## config.mk

```make
export PLATFORM = sky130hd
export DESIGN_NAME = eth_rx_frontend
export DESIGN_NICKNAME = d
export VERILOG_FILES = /design/src/rtl/eth_rx_frontend.sv
export SDC_FILE = /design/constraint.sdc
export NUM_CORES = 1
export LEC_CHECK = 0
export ABC_CLOCK_PERIOD_IN_PS = 2100
export CAP_MARGIN = 20
export CORE_UTILIZATION = 44
export DETAILED_ROUTE_END_ITERATION = 10
export PLACE_DENSITY_LB_ADDON = 0.25
export SYNTH_ARGS = -nofsm -noshare
export SYNTH_HDL_FRONTEND = slang
export SYNTH_SLANG_ARGS = --single-unit
```

## constraint.sdc

```tcl
create_clock -name rx_clk -period 2.1 [get_ports rx_clk]
set_input_delay 0.525 -clock rx_clk [delete_from_list [all_inputs] [get_ports rx_clk]]
set_output_delay 0.525 -clock rx_clk [all_outputs]
set_load 0.05 [all_outputs]
```

## src/rtl/eth_rx_frontend.sv

```systemverilog
// eth_rx_frontend: PHY receive front end.
// Accepts GMII bytes (eth_mode=1) or MII nibbles (eth_mode=0), strips preamble
// and SFD, assembles nibbles into bytes and emits a byte stream with sof/eof/err
// markers. Each byte is held for one byte-time so the final byte can carry eof.
// Optional frame statistics are built only when ETH_RX_STATS_EN is defined;
// otherwise stat_ok/stat_err are tied to zero.
module eth_rx_frontend (
    input  logic        rx_clk,
    input  logic        reset,
    input  logic        eth_mode,
    input  logic        rx_dv,
    input  logic        rx_er,
    input  logic [7:0]  rxd,
    output logic [7:0]  out_data,
    output logic        out_valid,
    output logic        out_sof,
    output logic        out_eof,
    output logic        out_err,
    output logic [15:0] stat_ok,
    output logic [15:0] stat_err
);

    typedef enum logic [1:0] {
        ST_IDLE = 2'd0,
        ST_PRE  = 2'd1,
        ST_DATA = 2'd2,
        ST_DROP = 2'd3
    } state_t;

    state_t      state_reg, state_next;
    logic        mode_reg, mode_next;          // 1 = byte lanes, latched at frame start
    logic        seen5_reg, seen5_next;        // a 0x5 nibble has been seen in preamble
    logic        phase_reg, phase_next;        // 0 = expecting low nibble
    logic [3:0]  nib_low_reg, nib_low_next;
    logic [7:0]  hold_reg, hold_next;
    logic        hold_valid_reg, hold_valid_next;
    logic        first_reg, first_next;        // next emitted byte starts the frame
    logic        err_reg, err_next;            // sticky frame error
    logic [7:0]  data_reg, data_next;
    logic        valid_reg, valid_next;
    logic        sof_reg, sof_next;
    logic        eof_reg, eof_next;
    logic        oerr_reg, oerr_next;
`ifdef ETH_RX_STATS_EN
    logic        zero_len_reg, zero_len_next;  // DATA exited without any byte
`endif

    // Preamble checks use the live eth_mode on the IDLE->PRE cycle, the latched one afterwards
    logic        pre_mode;
    logic        pre_seen;
    logic [7:0]  asm_byte;
    logic        asm_done;

    assign pre_mode = (state_reg == ST_IDLE) ? eth_mode : mode_reg;
    assign pre_seen = (state_reg == ST_IDLE) ? 1'b0 : seen5_reg;

    // State and datapath registers
    always_ff @(posedge rx_clk) begin
        if (reset) begin
            state_reg      <= ST_DROP;
            mode_reg       <= 1'b1;
            seen5_reg      <= 1'b0;
            phase_reg      <= 1'b0;
            nib_low_reg    <= 4'h0;
            hold_reg       <= 8'h00;
            hold_valid_reg <= 1'b0;
            first_reg      <= 1'b1;
            err_reg        <= 1'b0;
            data_reg       <= 8'h00;
            valid_reg      <= 1'b0;
            sof_reg        <= 1'b0;
            eof_reg        <= 1'b0;
            oerr_reg       <= 1'b0;
`ifdef ETH_RX_STATS_EN
            zero_len_reg   <= 1'b0;
`endif
        end else begin
            state_reg      <= state_next;
            mode_reg       <= mode_next;
            seen5_reg      <= seen5_next;
            phase_reg      <= phase_next;
            nib_low_reg    <= nib_low_next;
            hold_reg       <= hold_next;
            hold_valid_reg <= hold_valid_next;
            first_reg      <= first_next;
            err_reg        <= err_next;
            data_reg       <= data_next;
            valid_reg      <= valid_next;
            sof_reg        <= sof_next;
            eof_reg        <= eof_next;
            oerr_reg       <= oerr_next;
`ifdef ETH_RX_STATS_EN
            zero_len_reg   <= zero_len_next;
`endif
        end
    end

    // Next-state, byte assembly and output generation
    always_comb begin
        state_next      = state_reg;
        mode_next       = mode_reg;
        seen5_next      = seen5_reg;
        phase_next      = phase_reg;
        nib_low_next    = nib_low_reg;
        hold_next       = hold_reg;
        hold_valid_next = hold_valid_reg;
        first_next      = first_reg;
        err_next        = err_reg;
        data_next       = data_reg;
        valid_next      = 1'b0;
        sof_next        = 1'b0;
        eof_next        = 1'b0;
        oerr_next       = 1'b0;
        asm_byte        = 8'h00;
        asm_done        = 1'b0;
`ifdef ETH_RX_STATS_EN
        zero_len_next   = 1'b0;
`endif

        case (state_reg)
            ST_IDLE, ST_PRE: begin
                if (state_reg == ST_IDLE) begin
                    seen5_next = 1'b0;
                end
                if (!rx_dv) begin
                    state_next = ST_IDLE;
                end else begin
                    if (state_reg == ST_IDLE) begin
                        mode_next = eth_mode;
                    end
                    if (rx_er) begin
                        state_next = ST_DROP;
                    end else if (pre_mode) begin
                        if (rxd == 8'h55) begin
                            state_next = ST_PRE;
                        end else if (rxd == 8'hD5) begin
                            state_next = ST_DATA;
                        end else begin
                            state_next = ST_DROP;
                        end
                    end else begin
                        if (rxd[3:0] == 4'h5) begin
                            state_next = ST_PRE;
                            seen5_next = 1'b1;
                        end else if (rxd[3:0] == 4'hD && pre_seen) begin
                            state_next = ST_DATA;
                        end else begin
                            state_next = ST_DROP;
                        end
                    end
                    // Fresh frame context whenever payload is about to start
                    if (state_next == ST_DATA) begin
                        phase_next      = 1'b0;
                        hold_valid_next = 1'b0;
                        first_next      = 1'b1;
                        err_next        = 1'b0;
                    end
                end
            end

            ST_DATA: begin
                if (rx_dv) begin
                    err_next = err_reg | rx_er;
                    if (mode_reg) begin
                        asm_byte = rxd;
                        asm_done = 1'b1;
                    end else if (!phase_reg) begin
                        nib_low_next = rxd[3:0];
                        phase_next   = 1'b1;
                    end else begin
                        asm_byte   = {rxd[3:0], nib_low_reg};
                        asm_done   = 1'b1;
                        phase_next = 1'b0;
                    end
                    // A newly completed byte pushes the held one out (not last)
                    if (asm_done) begin
                        hold_next       = asm_byte;
                        hold_valid_next = 1'b1;
                        if (hold_valid_reg) begin
                            data_next  = hold_reg;
                            valid_next = 1'b1;
                            sof_next   = first_reg;
                            first_next = 1'b0;
                        end
                    end
                end else begin
                    // End of frame: flush the held byte as the last one
                    state_next = ST_IDLE;
                    if (hold_valid_reg) begin
                        data_next  = hold_reg;
                        valid_next = 1'b1;
                        sof_next   = first_reg;
                        eof_next   = 1'b1;
                        oerr_next  = err_reg | (!mode_reg & phase_reg);
                    end else begin
`ifdef ETH_RX_STATS_EN
                        zero_len_next = 1'b1;
`endif
                    end
                    hold_valid_next = 1'b0;
                    err_next        = 1'b0;
                    phase_next      = 1'b0;
                    first_next      = 1'b1;
                end
            end

            default: begin
                if (!rx_dv) begin
                    state_next = ST_IDLE;
                end
            end
        endcase
    end

    assign out_data  = data_reg;
    assign out_valid = valid_reg;
    assign out_sof   = sof_reg;
    assign out_eof   = eof_reg;
    assign out_err   = oerr_reg;

`ifdef ETH_RX_STATS_EN
    // Index 0 counts good frames, index 1 counts bad and zero-length frames
    logic [1:0] stat_inc;
    assign stat_inc[0] = valid_reg & eof_reg & ~oerr_reg;
    assign stat_inc[1] = (valid_reg & eof_reg & oerr_reg) | zero_len_reg;

    for (genvar gi = 0; gi < 2; gi++) begin : g_stat
        logic [15:0] cnt_reg;
        // Saturating frame counter, cleared only by reset
        always_ff @(posedge rx_clk) begin
            if (reset) begin
                cnt_reg <= 16'h0000;
            end else if (stat_inc[gi] && (cnt_reg != 16'hFFFF)) begin
                cnt_reg <= cnt_reg + 16'd1;
            end
        end
    end

    assign stat_ok  = g_stat[0].cnt_reg;
    assign stat_err = g_stat[1].cnt_reg;
`else
    assign stat_ok  = 16'h0000;
    assign stat_err = 16'h0000;
`endif

endmodule
```

Word level (Yosys, flattened, before mapping):

Cells that the tools add are included.

* output and inout bits: 44
* register bits after elaboration: 32

* multiplexer cells: 49
* bitwise logic cells: 7
* equal/unequal tests: 14
* reduce and logical (&&, ||, !) cells: 16

Operators with widths (number)
* 2-to-1 mux 8 bit: 5
* 2-to-1 mux 1 bit: 31
* 2-to-1 mux 2 bit: 9
* AND reduction 4 bit: 3
* inequality test 3 bit, second input constant: 3
* equality test 8 x 7 -> 1 bit, second input constant: 1
* equality test 8 bit, second input constant: 1
* one-hot mux 1 bit (2 select lines): 4
* AND reduction 3 bit: 2
* AND reduction 5 bit: 1
* equality test 2 bit, second input constant: 2
* equality test 4 x 3 -> 1 bit, second input constant: 1
* equality test 4 bit, second input constant: 1
* inequality test 2 x 1 -> 1 bit, second input constant: 2
* inequality test 2 bit, second input constant: 2
* inverter 1 bit: 4
* AND reduction 2 bit: 2
* OR reduction 2 bit: 2
* OR reduction 4 bit: 1
* OR reduction 3 bit: 1
* equality test 2 x 1 -> 1 bit, second input constant: 1
* zero test 2 bit: 1
* bitwise OR 1 bit: 2
* nonzero test 2 bit: 1
* other kinds (3): 3

Logic depth before layout (Yosys ltp):

Gate-level depths: netlist of run 1.

* depth in word-level cells: 13
* gate-level depth with buffers: 6

Least setup slack after synthesis of run 1:

OpenSTA, ideal clock, no wires.

* kind: input port to flip-flop
* from: input port eth_mode
* to: register phase_reg
* setup time: 134 ps
* arrival: 1450 ps
* path slack: 517 ps
* required time: 1966 ps
* stages: 4
* cells stage by stage: or3b_4 a2111oi_2 o21a_2 a211oi_1

* cells in the longest elaborated chain, start to end: 8

RTL lines
* start, declared: line 10 `input logic eth_mode,`
* 2-to-1 mux 1 bit
* 2-to-1 mux 2 bit: line 133 `end else if (pre_mode) begin`
* 2-to-1 mux 2 bit: line 131 `if (rx_er) begin`
* 2-to-1 mux 2 bit: line 125 `if (!rx_dv) begin`
* 2-to-1 mux 2 bit: line 120 `case (state_reg)`
* equality test 2 bit: line 152 `if (state_next == ST_DATA) begin`
* inequality test 2 bit (no line)
* AND reduction 4 bit (no line)
* end signal, assigned: line 81 `phase_reg <= phase_next;`
* end, declared: line 33 `logic phase_reg, phase_next;`

No other way between the ends. The select of a mux whose other input is x is not followed.
A chain may end at the register's enable or synchronous reset.

Final worst setup path of run 1:

* from: register data_reg[1] (netlist: out_data[1])
* to: output port out_data[1]

RTL lines
* start, declared: line 39 `logic [7:0] data_reg, data_next;`
* start signal, assigned: line 87 `data_reg <= data_next;`
* end, declared: line 14 `output logic [7:0] out_data,`

No word-level cell between the ends.

==> results of run 1 <==
-- report_power, final --
| group | total (mW) | internal, mW | switching, mW |
|---|---|---|---|
| clock | 0.364 | 0.159 | 0.205 |
| combinational | 0.269 | 0.0682 | 0.201 |
| sequential | 0.640 | 0.625 | 0.0147 |
| total | 1.27 | 0.853 | 0.420 |
-- placed cells by master, fill, tap and decap left out, types with 6 or more instances in the layout --
cell type	netlist	final
conb_1	1	32
dfxtp_1	32	32
nor2_1	24	24
clkdlybuf4s50_1	0	24
a21oi_1	18	18
mux2i_1	12	12
a211oi_1	10	10
buf_4	32	10
and3_1	8	8
o21ai_0	6	6
-- metrics by stage --
stage / util (%) / std cells / setup slack (ns) / hold WS (ns) / instance area (um^2)
finish: 55.75 / 266 / 0.08926 / 0.5000 / 1904
global route: 55.75 / 266 / 0.04249 / 0.5308 / 1904
CTS: 55.75 / 266 / 0.06540 / 0.5059 / 1904
detailed placement: 53.96 / 258 / 0.01599 / 0.4817 / 1843
global placement: 53.96 / 258 / 0.03309 / 0.4668 / 1843
floorplan: - / 218 / 0.5167 / 0.4516 / 1734
-- final cells by class --
cell class                 instances  area [um^2]  share of cell area [%]
inverter                           3        11.26                  0.5913
clock inverter                     2        10.01                  0.5256
clock buffer                       6        51.30                   2.694
multi-input combinational        142        798.3                   41.92
tap                               46        57.56                   3.022
sequential                        32        640.6                   33.64
timing repair buffer              35        335.3                   17.61
-- layer usage --
layer	global-route usage (%)	up-vias	routed length, um
met2	28.26	49	1503
met3	3.832	5	152
met1	19.53	593	1338
met4	8.721	0	46
met5	0	-	0
li1	-	641	-
-- path summary, 6_finish.rpt --
check | start | end | slack, ns | depth (start not counted)
setup / recovery | out_data[1] | out_data[1] | 0.09 | 1
hold / removal | nib_low_reg[0] | nib_low_reg[0] | 0.50 | 2
setup reg to reg | state_reg[1] | phase_reg | 0.55 | 4
hold reg to reg | nib_low_reg[0] | nib_low_reg[0] | 0.50 | 2
-- cell families after synthesis --
group,after synthesis
AND/OR/NAND/NOR,56
AO/OA/AOI/OAI,42
flip-flops,32
other,1
buffers and inverters,44
multiplexers,12
-- cell usage after synthesis --
cell type	count	share of area, %
buf_2	2	0.62
nand2_1	5	1.2
inv_1	3	0.70
or3b_4	1	0.70
nor2_2	1	0.39
a211o_1	1	0.54
clkbuf_1	6	1.4
a21o_1	3	1.4
nand3_1	1	0.31
and2_1	2	0.77
buf_6	1	0.70
and3_1	8	3.1
nand2b_1	1	0.39
or2b_1	1	0.46
buf_4	32	15
a21oi_2	1	0.54
nor4_1	1	0.39
o21ai_0	6	1.9
o2bb2ai_1	1	0.54
nor2b_1	3	1.2
a211oi_1	10	4.6
o21a_2	1	0.54
mux2i_1	12	7.4
nand3b_1	4	1.9
nor2_1	24	5.6
nor3_1	2	0.62
nor3_2	1	0.62
a21oi_1	18	5.6
conb_1	1	0.23
dfxtp_1	32	40
a2111oi_2	1	0.93
nor3b_1	1	0.46
==> flow_summary.yaml, run 1 <==
yosys:
  synthSimpleGateAreaFrac_pct: 17.94
  yosysWarnings: 0
  synth_top_family_by_area: "buffers and inverters"
  netlist_instances: 187
  syn_avg_cell_area_um2: 8.651
  yosysUniqueCellTypes: 32
  yosysSeqAreaShare_pct: 39.60
  synth_compound_gate_area_share_pct: 16.55
  yosys.area_share.adder_pct: 0
  synth_mux_area_share_pct: 7.425
  synth_seq_cells: 32
  syn_area_um2: 1618
  synth_xor_area_share_pct: 0
detailed_routing:
  ant_nets: 0
  drt_iter0_markers: 35
  vias: 1288
  drc: 0
  wirelength_um: 3041
  drtPass1Iterations: 4
  viasPerCell: 4.842
  detail_route.wl_per_cell_um: 11.43
clock_tree:
  clk_pin_slew_worst_paths_ns: 0.10
  cts_hold_buf: 0
  post_cts_buffers: 0
  cts_resized: 0
  cts_tree: "yes"
  cts-root-buf: "clkbuf_4"
  cts_buffers: 5
  htree_num_levels: 2
  clk_latency_ns: 0.33
  clock-sinks: 32
  clock_path_buffers: 2
timing:
  grt_setup_unrepaired: "no"
  period_needed_ns: 2.011
  worst_pin_slew_ns: 0.4955
  relSlewSlack_pct: 66.86
  slew_violations: 0
  period_share_pct: 95.75
  setup_tns_ns: 0
  final.setup_skew_ns: 0.009635
  fmax_mhz: 497.3
  hold_viol_final: 0
  setup_violations: 0
critical_path:
  crit_slowest_cell: "clkdlybuf4s50_1"
  required_ns: 1.57
  cp_cell_sequence: "clkdlybuf4s50_1"
  path_max_fanout: 2
  cp_top_family: "buffers and inverters"
  crit_path_max_incr_delay_ns: 0.80
  critical_path_class: "reg -> out"
  start_kind: "flip-flop"
  end_kind: "primary output"
  crit_buf_inv: 1
  arrival_ns: 1.49
power_and_ir_drop:
  design_power_total_mw: 1.273
  power_density_nw_per_um2: 668.5
  vdd_drop_max_mv: 0.2823
  leakage_nw: 0.7861
placed_design:
  place_congestion: 0.8382
  io_buffer_count: 24
  dp_hpwl_um: 2307
floorplanning:
  initial_utilization_pct: 47.36
  die_area_um2: 3923
  die_h_um: 62.64
  pin_count: 57
  die_x_um: 62.64
  core_area_um2: 3416
  rows: 21
cells_and_area:
  synthToLayoutAreaGrowth_pct: 17.71
  fillers: 332
  drive_gt1_share_pct: 11.36
  diodes: 0
  nets: 232
flow_run:
  maxCapViolCount: 0
grt:
  grt_pass1_wl_um: 5106
  grt_max_degree: 21
  grt_pass1_vias: 1147
  grtUsageTotal_pct: 16.71
  grt-ovfl-total: 0
  antenna_found_initial: 0
min_path:
  hold_class: "reg -> reg"
status:
  status: "finished, final reports clean"
Note: power is estimated with default switching activity, not from simulation.
==> run 2: changes to the inputs <==
--- a/config.mk
+++ b/config.mk
@@ -10,6 +10,7 @@
 export CORE_UTILIZATION = 44
 export DETAILED_ROUTE_END_ITERATION = 10
 export PLACE_DENSITY_LB_ADDON = 0.25
+export REMOVE_ABC_BUFFERS = 1
 export SYNTH_ARGS = -nofsm -noshare
 export SYNTH_HDL_FRONTEND = slang
 export SYNTH_SLANG_ARGS = --single-unit
==> flow_summary.yaml, run 2 (synthesis results as in run 1) <==
clock_tree:
  cts_buffers: 5
  clock-sinks: 32
  cts-root-buf: "clkbuf_4"
  clk_latency_ns: 0.33
  clock_path_buffers: 2
  cts_hold_buf: 0
  clk_pin_slew_worst_paths_ns: 0.09
  htree_num_levels: 2
  cts_resized: 0
  post_cts_buffers: 0
  cts_tree: "yes"
timing:
  setup_violations: 0
  hold_viol_final: 0
  grt_setup_unrepaired: "no"
  setup_tns_ns: 0
  final.setup_skew_ns: 0.006201
  slew_violations: 0
  fmax_mhz: 497.1
  period_needed_ns: 2.012
  period_share_pct: 95.80
  worst_pin_slew_ns: 0.5001
  relSlewSlack_pct: 66.55
  setup_ws_ns: 0.08822
  holdWs_ns: 0.4946
detailed_routing:
  drc: 0
  detail_route.wl_per_cell_um: 11.57
  wirelength_um: 3055
  ant_nets: 0
  drt_iter0_markers: 55
  viasPerCell: 4.784
  vias: 1263
  drtPass1Iterations: 4
cells_and_area:
  synthToLayoutAreaGrowth_pct: 17.48
  drive_gt1_share_pct: 10.55
  nets: 231
  diodes: 0
  finalCoreUtilization_pct: 55.64
  final_cell_mix: "32 x conb_1, 32 x dfxtp_1, 24 x nor2_1, 24 x clkdlybuf4s50_1, 18 x a21oi_1"
floorplanning:
  die_x_um: 62.64
  core_area_um2: 3416
  die_h_um: 62.64
  rows: 21
  die_area_um2: 3923
  initial_utilization_pct: 47.36
  pin_count: 57
min_path:
  hold_path_depth: 1
  holdPathEnd: "out_sof"
  hold_class: "reg -> reg"
  holdCritStartpoint: "first_reg"
critical_path:
  required_ns: 1.57
  reg2reg_setup_slack_ns: 0.48
  reg2reg_depth: 4
  crit_path_max_incr_delay_ns: 0.80
  rr_startpoint: "mode_reg"
  arrival_ns: 1.49
  end_kind: "primary output"
  critical_path_class: "reg -> out"
  cp_cell_sequence: "clkdlybuf4s50_1"
  crit_slowest_cell: "clkdlybuf4s50_1"
  r2r_end: "hold_valid_reg"
  crit_buf_inv: 1
  start_kind: "flip-flop"
  path_max_fanout: 2
  cp_top_family: "buffers and inverters"
placed_design:
  io_buffer_count: 24
  place_congestion: 0.8538
  dp_hpwl_um: 2300
  pre_cts_slack_ns: -0.009179
flow_run:
  maxCapViolCount: 0
grt:
  grt_pass1_vias: 1153
  grtUsageTotal_pct: 16.92
  grt_max_degree: 19
  grt_pass1_wl_um: 5154
  antenna_found_initial: 0
  grt-ovfl-total: 0
power_and_ir_drop:
  leakage_nw: 0.7804
  power_density_nw_per_um2: 681.9
  vdd_drop_max_mv: 0.3236
status:
  status: "finished, final reports clean"
==> run 2: how the worst max path moves through the flow <==
stage | start | slack (ns) | depth (start not counted) | end
CTS | out_data[1] | 0.08 | 1 | out_data[1]
global route | out_data[6] | 0.04 | 1 | out_data[6]
finish | out_data[1] | 0.09 | 1 | out_data[1]
detailed placement | eth_mode | -0.009 | 5 | hold_valid_reg
global placement | eth_mode | 0.03 | 5 | phase_reg
floorplan | eth_mode | 0.52 | 4 | phase_reg
==> run 2: power by group <==
part | switching [mW] | internal, mW
combinational | 0.197 | 0.0682
sequential | 0.0180 | 0.625
clock | 0.198 | 0.190
==> run 2: area by class of cell <==
class | instances | area (um^2)
Inverter | 3 | 11.26
Timing Repair Buffer | 34 | 327.8
Tap cell | 46 | 57.56
Sequential cell | 32 | 640.6
Multi-Input combinational cell | 142 | 798.3
Fill cell | 323 | 1515
Clock buffer | 7 | 65.06
==> run 2: per-stage QoR <==
| step | instance area (um^2) | instances | power (mW) |
|---|---|---|---|
| after detailed placement | 1836 | 257 | 0.9210 |
| after global placement | 1836 | 257 | 0.9167 |
| after CTS | 1901 | 264 | 1.302 |
| final | 1901 | 264 | 1.296 |
| after global routing | 1901 | 264 | 1.352 |
| after floorplan | 1450 | 177 | 0.8463 |
==> run 2: layer usage <==
layer,global-route usage [%],routed length [um]
met5,0,0
met4,6.977,55
met3,5.109,174
met2,28.67,1433
met1,19.71,1391
==> run 3: changes to the inputs <==
--- a/config.mk
+++ b/config.mk
@@ -8,6 +8,7 @@
 export ABC_CLOCK_PERIOD_IN_PS = 2100
 export CAP_MARGIN = 20
 export CORE_UTILIZATION = 44
+export CTS_CLUSTER_DIAMETER = 80
 export DETAILED_ROUTE_END_ITERATION = 10
 export PLACE_DENSITY_LB_ADDON = 0.25
 export REMOVE_ABC_BUFFERS = 1
==> results of run 3 <==
Same layout as run 2: the final DEF is identical, and so are final timing and power.
